File: src/rtl/uart_tx_arb.sv
// Round-robin arbiter that lets NUM_REQ packet sources share one UART byte
// transmitter. A grant lasts a whole packet; bytes are fetched by byte_idx,
// strobed out with send_en, and paced by the transmitter's send_busy handshake.
module uart_tx_arb #(
  parameter int unsigned NUM_REQ     = 4,
  parameter int unsigned ACK_TIMEOUT = 64
) (
  input  logic                 clk,
  input  logic                 rst,
  input  logic [NUM_REQ-1:0]   req,
  input  logic [NUM_REQ*8-1:0] req_len,
  input  logic [NUM_REQ*8-1:0] req_data,
  output logic [NUM_REQ-1:0]   grant,
  output logic [7:0]           byte_idx,
  output logic [NUM_REQ-1:0]   done,
  output logic                 timeout_err,
  output logic                 send_en,
  output logic [7:0]           send_data,
  input  logic                 send_busy
);

  localparam int unsigned IDX_W = (NUM_REQ > 1) ? $clog2(NUM_REQ) : 1;
  localparam int unsigned TMO_W = $clog2(ACK_TIMEOUT + 1);

  typedef enum logic [2:0] {
    IDLE,
    LOAD,
    STROBE,
    WAIT_ACK,
    WAIT_DONE,
    FINISH
  } state_e;

  state_e             state_q, state_d;
  logic [NUM_REQ-1:0] grant_q, grant_d;
  logic [NUM_REQ-1:0] done_q, done_d;
  logic [7:0]         byte_idx_q, byte_idx_d;
  logic [7:0]         len_q, len_d;
  logic [IDX_W-1:0]   owner_q, owner_d;
  logic [IDX_W-1:0]   rr_ptr_q, rr_ptr_d;
  logic               send_en_q, send_en_d;
  logic [7:0]         send_data_q, send_data_d;
  logic               timeout_err_q, timeout_err_d;
  logic [TMO_W-1:0]   tmo_cnt_q, tmo_cnt_d;

  logic [IDX_W-1:0]   win_idx;
  logic [IDX_W-1:0]   cand_idx;
  logic               win_vld;
  logic [7:0]         win_len;
  logic [7:0]         cur_data;
  logic               last_byte;

  // Round-robin search for the first requester after rr_ptr
  always_comb begin
    win_idx  = '0;
    win_vld  = 1'b0;
    cand_idx = '0;
    for (int unsigned k = 1; k <= NUM_REQ; k++) begin
      cand_idx = IDX_W'((32'(rr_ptr_q) + k) % NUM_REQ);
      if (!win_vld && req[cand_idx]) begin
        win_vld = 1'b1;
        win_idx = cand_idx;
      end
    end
  end

  assign win_len   = req_len[{win_idx, 3'b000} +: 8];
  assign cur_data  = req_data[{owner_q, 3'b000} +: 8];
  assign last_byte = ((byte_idx_q + 8'd1) == len_q);

  // Next-state and next-output logic for the packet sequencer
  always_comb begin
    state_d       = state_q;
    grant_d       = grant_q;
    done_d        = '0;
    byte_idx_d    = byte_idx_q;
    len_d         = len_q;
    owner_d       = owner_q;
    rr_ptr_d      = rr_ptr_q;
    send_en_d     = 1'b0;
    send_data_d   = send_data_q;
    timeout_err_d = timeout_err_q;
    tmo_cnt_d     = tmo_cnt_q;

    unique case (state_q)
      IDLE: begin
        if (win_vld) begin
          grant_d    = NUM_REQ'(1'b1) << win_idx;
          owner_d    = win_idx;
          byte_idx_d = 8'd0;
          len_d      = win_len;
          state_d    = (win_len == 8'd0) ? FINISH : LOAD;
        end
      end
      LOAD: begin
        send_data_d = cur_data;
        state_d     = STROBE;
      end
      STROBE: begin
        if (!send_busy) begin
          send_en_d = 1'b1;
          tmo_cnt_d = '0;
          state_d   = WAIT_ACK;
        end
      end
      WAIT_ACK: begin
        if (send_busy) begin
          state_d = WAIT_DONE;
        end else if (tmo_cnt_q == TMO_W'(ACK_TIMEOUT - 1)) begin
          // Transmitter never acknowledged: flag it and move on as if sent
          timeout_err_d = 1'b1;
          if (last_byte) begin
            state_d = FINISH;
          end else begin
            byte_idx_d = byte_idx_q + 8'd1;
            state_d    = LOAD;
          end
        end else begin
          tmo_cnt_d = tmo_cnt_q + TMO_W'(1);
        end
      end
      WAIT_DONE: begin
        if (!send_busy) begin
          if (last_byte) begin
            state_d = FINISH;
          end else begin
            byte_idx_d = byte_idx_q + 8'd1;
            state_d    = LOAD;
          end
        end
      end
      FINISH: begin
        done_d   = grant_q;
        grant_d  = '0;
        rr_ptr_d = owner_q;
        state_d  = IDLE;
      end
      default: state_d = IDLE;
    endcase
  end

  // State and output registers; rr_ptr resets to the last channel so channel 0 wins first
  always_ff @(posedge clk) begin
    if (rst) begin
      state_q       <= IDLE;
      grant_q       <= '0;
      done_q        <= '0;
      byte_idx_q    <= 8'd0;
      len_q         <= 8'd0;
      owner_q       <= '0;
      rr_ptr_q      <= IDX_W'(NUM_REQ - 1);
      send_en_q     <= 1'b0;
      send_data_q   <= 8'd0;
      timeout_err_q <= 1'b0;
      tmo_cnt_q     <= '0;
    end else begin
      state_q       <= state_d;
      grant_q       <= grant_d;
      done_q        <= done_d;
      byte_idx_q    <= byte_idx_d;
      len_q         <= len_d;
      owner_q       <= owner_d;
      rr_ptr_q      <= rr_ptr_d;
      send_en_q     <= send_en_d;
      send_data_q   <= send_data_d;
      timeout_err_q <= timeout_err_d;
      tmo_cnt_q     <= tmo_cnt_d;
    end
  end

  assign grant       = grant_q;
  assign done        = done_q;
  assign byte_idx    = byte_idx_q;
  assign send_en     = send_en_q;
  assign send_data   = send_data_q;
  assign timeout_err = timeout_err_q;

endmodule

File: config.mk
export PLATFORM = sky130hd
export DESIGN_NAME = uart_tx_arb
export DESIGN_NICKNAME = d
export VERILOG_FILES = /design/src/rtl/uart_tx_arb.sv
export SDC_FILE = /design/constraint.sdc
export NUM_CORES = 1
export LEC_CHECK = 0
export ABC_AREA = 0
export BUFFER_PORTS_ARGS = -buffer_cell sky130_fd_sc_hd__buf_2
export CAP_MARGIN = 40
export CORE_MARGIN = 4
export CORE_UTILIZATION = 46
export CTS_CLUSTER_DIAMETER = 30
export CTS_CLUSTER_SIZE = 10
export DETAILED_ROUTE_END_ITERATION = 12
export PLACE_DENSITY_LB_ADDON = 0.1
export REMOVE_ABC_BUFFERS = 1
export SYNTH_ARGS = -nofsm -noshare
export SYNTH_HDL_FRONTEND = slang
export SYNTH_SLANG_ARGS = --single-unit
File: constraint.sdc
create_clock -name clk -period 1.8 [get_ports clk]
set_input_delay 0.36 -clock clk [delete_from_list [all_inputs] [get_ports clk]]
set_output_delay 0.36 -clock clk [all_outputs]
set_load 0.05 [all_outputs]
# Word-level counts from Yosys, hierarchy flattened
# Cells that the tools add are included.
[op_classes]
n_addsub = 6
n_lt_le_gt_ge = 4
n_eq_ne = 14
shift = 3
mux = 37
bitwise = 3
n_reduce_logical = 19
[op_table]
columns = ["operator", "n"]
rows = [
  ["32-bit by 6-bit indexed part select with 8-bit output", 2],
  ["8-bit two-way mux", 5],
  ["8-bit case mux with 3 select lines", 1],
  ["3-bit two-way mux", 7],
  ["7-bit two-way mux", 3],
  ["3-bit case mux with 5 select lines", 1],
  ["7-bit case mux with 2 select lines", 1],
  ["2-bit by 3-bit < comparator with 1-bit output (second input constant)", 4],
  ["2-bit inequality test (second input constant)", 6],
  ["1-bit two-way mux", 9],
  ["8-bit by 1-bit adder with 8-bit output (second input constant)", 1],
  ["1-bit binary-select mux with 2-bit select", 4],
  ["8-bit equality test", 1],
  ["8-bit logical NOT", 1],
  ["2-bit two-way mux", 4],
  ["4-bit case mux with 2 select lines", 1],
  ["4-bit AND reduction", 2],
  ["7-bit by 1-bit adder with 7-bit output (second input constant)", 1],
  ["7-bit by 6-bit equality test with 1-bit output (second input constant)", 1],
  ["3-bit by 2-bit equality test with 1-bit output (second input constant)", 2],
  ["3-bit equality test (second input constant)", 2],
  ["5-bit AND reduction", 1],
  ["2-bit by 1-bit adder with 2-bit output (second input constant)", 2],
  ["2-bit adder (second input constant)", 2],
  ["13 further kinds", 22],
]
[word_totals]
regBits = 48
out_inout_bits = 26
wordCells = 97

# Longest topological paths before layout
[logic_depth]
word_depth = 18
ltp_mapped = 8

# Least setup slack after synthesis
# OpenSTA, ideal clock, no wires.
[synth_path]
path_kind = "register -> register"
from = "register byte_idx_q[0] (netlist: byte_idx[0])"
to = "register byte_idx_q[2] (netlist: byte_idx[2])"
setup_time_ns = 0.117
arrival_time_ns = 2.228
t_required_ns = 1.683
path_slack_ns = -0.545
stages_incl_launch_ff = 8
path_cell_list = "dfxtp_1 -> ha_1 -> buf_4 -> inv_1 -> o41ai_1 -> and4_4 -> nor3_2 -> a32o_1"
[synth_between]
elab_chain_len = 6
word_cells_on_any_way = 7
classes_between = "add/sub (1); eq/ne (1); mux (5)"
[synth_lines]
columns = ["item", "line", "source"]
rows = [
  ["start, declared", "37", "logic [7:0] byte_idx_q, byte_idx_d;"],
  ["start signal, assigned", "160", "byte_idx_q <= byte_idx_d;"],
  ["8-bit by 1-bit adder with 8-bit output *", "69, 115, 127", ""],
  ["8-bit equality test", "69", "assign last_byte = ((byte_idx_q + 8'd1) == len_q);"],
  ["8-bit two-way mux *", "112, 124", ""],
  ["8-bit two-way mux", "109", "end else if (tmo_cnt_q == TMO_W'(ACK_TIMEOUT - 1)) begin"],
  ["8-bit two-way mux", "107", "if (send_busy) begin"],
  ["8-bit case mux with 3 select lines *", "85", "unique case (state_q)"],
]
# Every way passes the cells marked *; elsewhere a longest branch is shown, timed or not. The select of a mux whose other input is x is not followed.
# A chain may end at the register's enable or synchronous reset.

# Worst setup path after layout
[layout_path]
from = "register byte_idx_q[1] (netlist: byte_idx[1])"
to = "register byte_idx_q[0] (netlist: byte_idx[0])"
[layout_between]
elab_chain_len = 6
word_cells_on_any_way = 7
classes_between = "add/sub (1); eq/ne (1); mux (5)"
[layout_lines]
columns = ["item", "line"]
rows = [
  ["8-bit by 1-bit adder with 8-bit output *", "69"],
  ["8-bit equality test *", "69"],
  ["8-bit two-way mux *", "--"],
  ["8-bit two-way mux (2 in a row)", "--"],
  ["8-bit case mux with 3 select lines *", "--"],
]
# Marked as above.

==> key figures <==
Detailed routing
  – DR top layer: met4
  – 1st-iter DRT viols: 126
  – Met1 WL: 3790 um
  – Routed length per instance: around 16 um
  – First-pass DRT Iterations: 4
  – Antenna Nets Post-Route: 0
  – Met2 WL: about 5000 um
  – Final wirelength: 9370 um
  – Residual DRC: 0
  – Via Count: roughly 3300
  – Vias/cell: 5.63
  – Wire length on met3: between 300 and 400 um

Finish
  – Area Growth Syn to Fin: 47.2%
  – Finished Cell Area: 0.00447 sq mm
  – ANT cells: 0
  – Final core occ: 0.699
  – Filler instances: 508
  – Post-Layout Cell Count: 588
  – Post-layout nets: between 500 and 600
  – Proportion of layout cells with a drive suffix above 1: 0.489

Critical path
  – WP data required: 1.99 ns
  – RR Startpoint: byte_idx[1]
  – Crit-path max FO: 8
  – Crit path kind: flip-flop to flip-flop
  – R2R depth: 9
  – Crit. Startpoint: byte_idx[1]
  – Slowest stage delay, CP: around 0.35 ns
  – CP max stage cell: dfxtp_2
  – Startpoint Class: flip-flop
  – Critical Path Sink Type: flip-flop
  – CP arrival: 2.21 ns
  – Critical path, cell by cell: ha_4 > xnor2_2 > o211ai_1 > a311oi_2 > buf_4 > a41oi_4 > buf_6 > mux2i_1 > nor2_1

Yosys
  – Asr flop ratio synth: 0
  – Yosys warns: 0
  – Post-synth top area cell: dfxtp_1
  – Synth unique cells: 66
  – Synth Flop Type: dfxtp_1
  – Combinational family with the most area after synthesis: simple AND/OR/NAND/NOR gates
  – Post-synthesis simple-gate area fraction: 0.289
  – Synth top area cells: dfxtp_1 (32%), nand2_1 (6.3%), mux4_2 (5.9%), a21oi_1 (4.3%), nor2_1 (3.3%)
  – Share of the synthesized area in the top cell type: 0.317
  – Synthesized area: between 0.003 and 0.004 sq mm
  – Xor and xnor area share after synthesis: 0.0404
  – Post-synthesis compound-gate area fraction: 0.204
  – Seq cells post-synth: 48
  – Post-synthesis mux area share: 0.0697
  – Post-synth EDFFs: 0
  – Avg Cell Area, Syn: about 8.4 sq um
  – Sequential element share of the synthesized area: 0.317
  – Syn Inst Count: 359
  – Post-Synth Adder-Cell Area: 0.00825

Clock tree
  – CTS tree: built
  – CTS Root Cell: clkbuf_8
  – Number of buffers created by CTS: 5
  – Worst skew pair latency: 0.31 ns
  – Hold buffers post-CTS: 0
  – Clock sinks: 48
  – Bufs on Longest Clock Path: 2
  – H-tree Lvls: 2
  – Worst-path clk slew: 0.09 ns

Floorplan
  – Die Area: 0.00796 sq mm
  – # IOs: 97
  – Die W: 89.2 um
  – Initial Utilization: 0.475
  – Placement Rows: 29
  – Core ar.: 0.00639 sq mm
  – Die height: between 80 and 90 um

STA
  – Worst-margin pin slew: 0.520 ns
  – Final Hold Viols: 0
  – Final Cycle Share: 1.12
  – Max Slew Vio Count: 0
  – Unrepaired setup endpoints after global routing: yes
  – Fmax: 495 MHz
  – Final setup TNS: -1.59 ns
  – Post-layout min period: 2.02 ns
  – Worst hold slack: approximately 0.46 ns
  – Final WS setup: -0.222 ns
  – Rel. slew slack: 0.652
  – Skew final: 0.0101 ns
  – Setup violators final: 9

Placed design
  – Placed cell areas: 0.00394 sq mm
  – DP Worst Slack: -0.343 ns
  – GPL Wtd Cong: 0.869
  – Detailed placement HPWL: 6860 um
  – IO Port Bufs: 96
  – DP Cell Count: approximately 570

Hold path
  – Hold WC Path Type: flip-flop to flip-flop
  – Hold Path Depth: 2
  – Hold wc startpoint: send_data[2]

Power and ir drop
  – Peak VDD IR: 441 uV
  – Switching Share: 0.317
  – Pwr dens: 709 mW/mm^2
  – Tot Pwr: between 3 and 4 mW
  – Clock network power share: 0.287
  – Lkg Pwr: 1.96 nW
  – Internal cell power: 2.16 mW
  – Combinational share of power: 0.334
  – Total net switching power: 1.00 mW
  – Share of power burned in registers: 0.379

GRT
  – Total Routing Usage GR: 0.237
  – Vias in the first global route: 3203
  – Pin count of the biggest net entering global routing: 38
  – Initial antenna violation count: 0
  – Grt total ovfl: 0
  – First-pass GRT wire length: between 10000 and 15000 um

Run
  – Max Cap Violations: 0

Outcome
  – Outcome: complete, but fails checks
  – Failing checks: negative setup slack
-- flip-flops by register name, indices dropped and copies added, names as in the netlist --
register	cells
state_q	3
timeout_err	1
send_data	8
len_q	8
send_en	1
owner_q	2
done	4
byte_idx	8
grant	4
rr_ptr_q	2
tmo_cnt_q	7
-- cell families after synthesis --
logic type	count (synthesis)
AND/OR/NAND/NOR	163
buffers and inverters	36
flip-flops	48
adder cells (fa/ha/maj)	2
multiplexers	11
AO/OA/AOI/OAI	85
XOR/XNOR	14
-- per-layer routing --
layer | up-vias | global-route usage
met3 | 18 | 0.0359
met5 | - | 0
met2 | 84 | 0.415
li1 | 1623 | -
met4 | 0 | 0.0825
met1 | 1586 | 0.297
-- worst paths after layout --
kind                        to  slack [ns]
hold / removal    send_data[2]        0.46
setup reg to reg   byte_idx[0]       -0.22
setup / recovery   byte_idx[0]       -0.22
hold reg to reg   send_data[2]        0.46
-- final cells by class --
type	instances	area, sq um	area share
Clock buffer	5	68.8	0.0154
Clock inverter	2	60.1	0.0134
Inverter	9	33.8	0.00757
Multi-Input combinational cell	275	2120	0.476
Sequential cell	48	977	0.219
Tap cell	77	96.3	0.0216
Timing Repair Buffer	172	1100	0.247
-- repair_timing --
action / CTS / global route
pin swaps: 18 / 20
gates cloned: 0 / 1
setup buffers: 4 / 4
endpoints found under the setup margin: 18 / 22
gates resized for setup: 48 / 31
-- layout by cell type, fill, tap and decap left out, types with 3 or more instances in the layout --
cell       n
a211oi_4   5
a21oi_1   24
a22oi_1    4
a311o_1    7
a31oi_1    4
a32o_1     5
and3_1     7
and3b_1    4
buf_2     98
buf_4     63
buf_6      9
clkbuf_8   5
dfxtp_1   39
dfxtp_2    7
inv_1      9
mux4_2     8
nand2_1   50
nand3_1    9
nand3b_1   3
nor2_1    27
nor2b_1    4
nor3_1    16
nor3_2     3
nor3b_2    4
nor3b_4    4
nor4_1     8
o21ai_0    3
o21ai_1    4
o21ai_2    3
xnor2_1    3
xnor2_2    3
xor2_1     7
-- critical path: cells and delay by family (launching register included) --
family                   cells  cell delay (ns)
multiplexers                 1             0.13
XOR/XNOR                     1             0.10
adder cells (fa/ha/maj)      1             0.28
flip-flops                   1             0.35
buffers and inverters        2             0.36
AND/OR/NAND/NOR              1             0.05
AO/OA/AOI/OAI                3             0.63
-- cells in the mapped netlist, drive strengths merged (4+ instances only) --
cell type   n
o21ai      10
a21oi      26
nor3       21
xnor2       6
nand2      52
nand3      10
inv         9
and3b       4
and3        8
buf        14
a211oi      9
clkbuf     12
xor2        8
a311o       7
nor3b       9
nor2b       5
a22oi       4
a32o        6
mux4        8
a31oi       4
nor2       29
nor4        8
dfxtp      48
-- power groups by stage --
stage                     clock network [mW]  logic, mW  registers [mW]
after global placement                     0      0.904            1.22
after global routing                   0.961       1.15            1.21
after detailed placement                   0      0.916            1.22
after floorplan                            0      0.417            1.33
final                                  0.908       1.06            1.20
after CTS                              0.933      0.994            1.20
(Power assumes the default switching activity.)
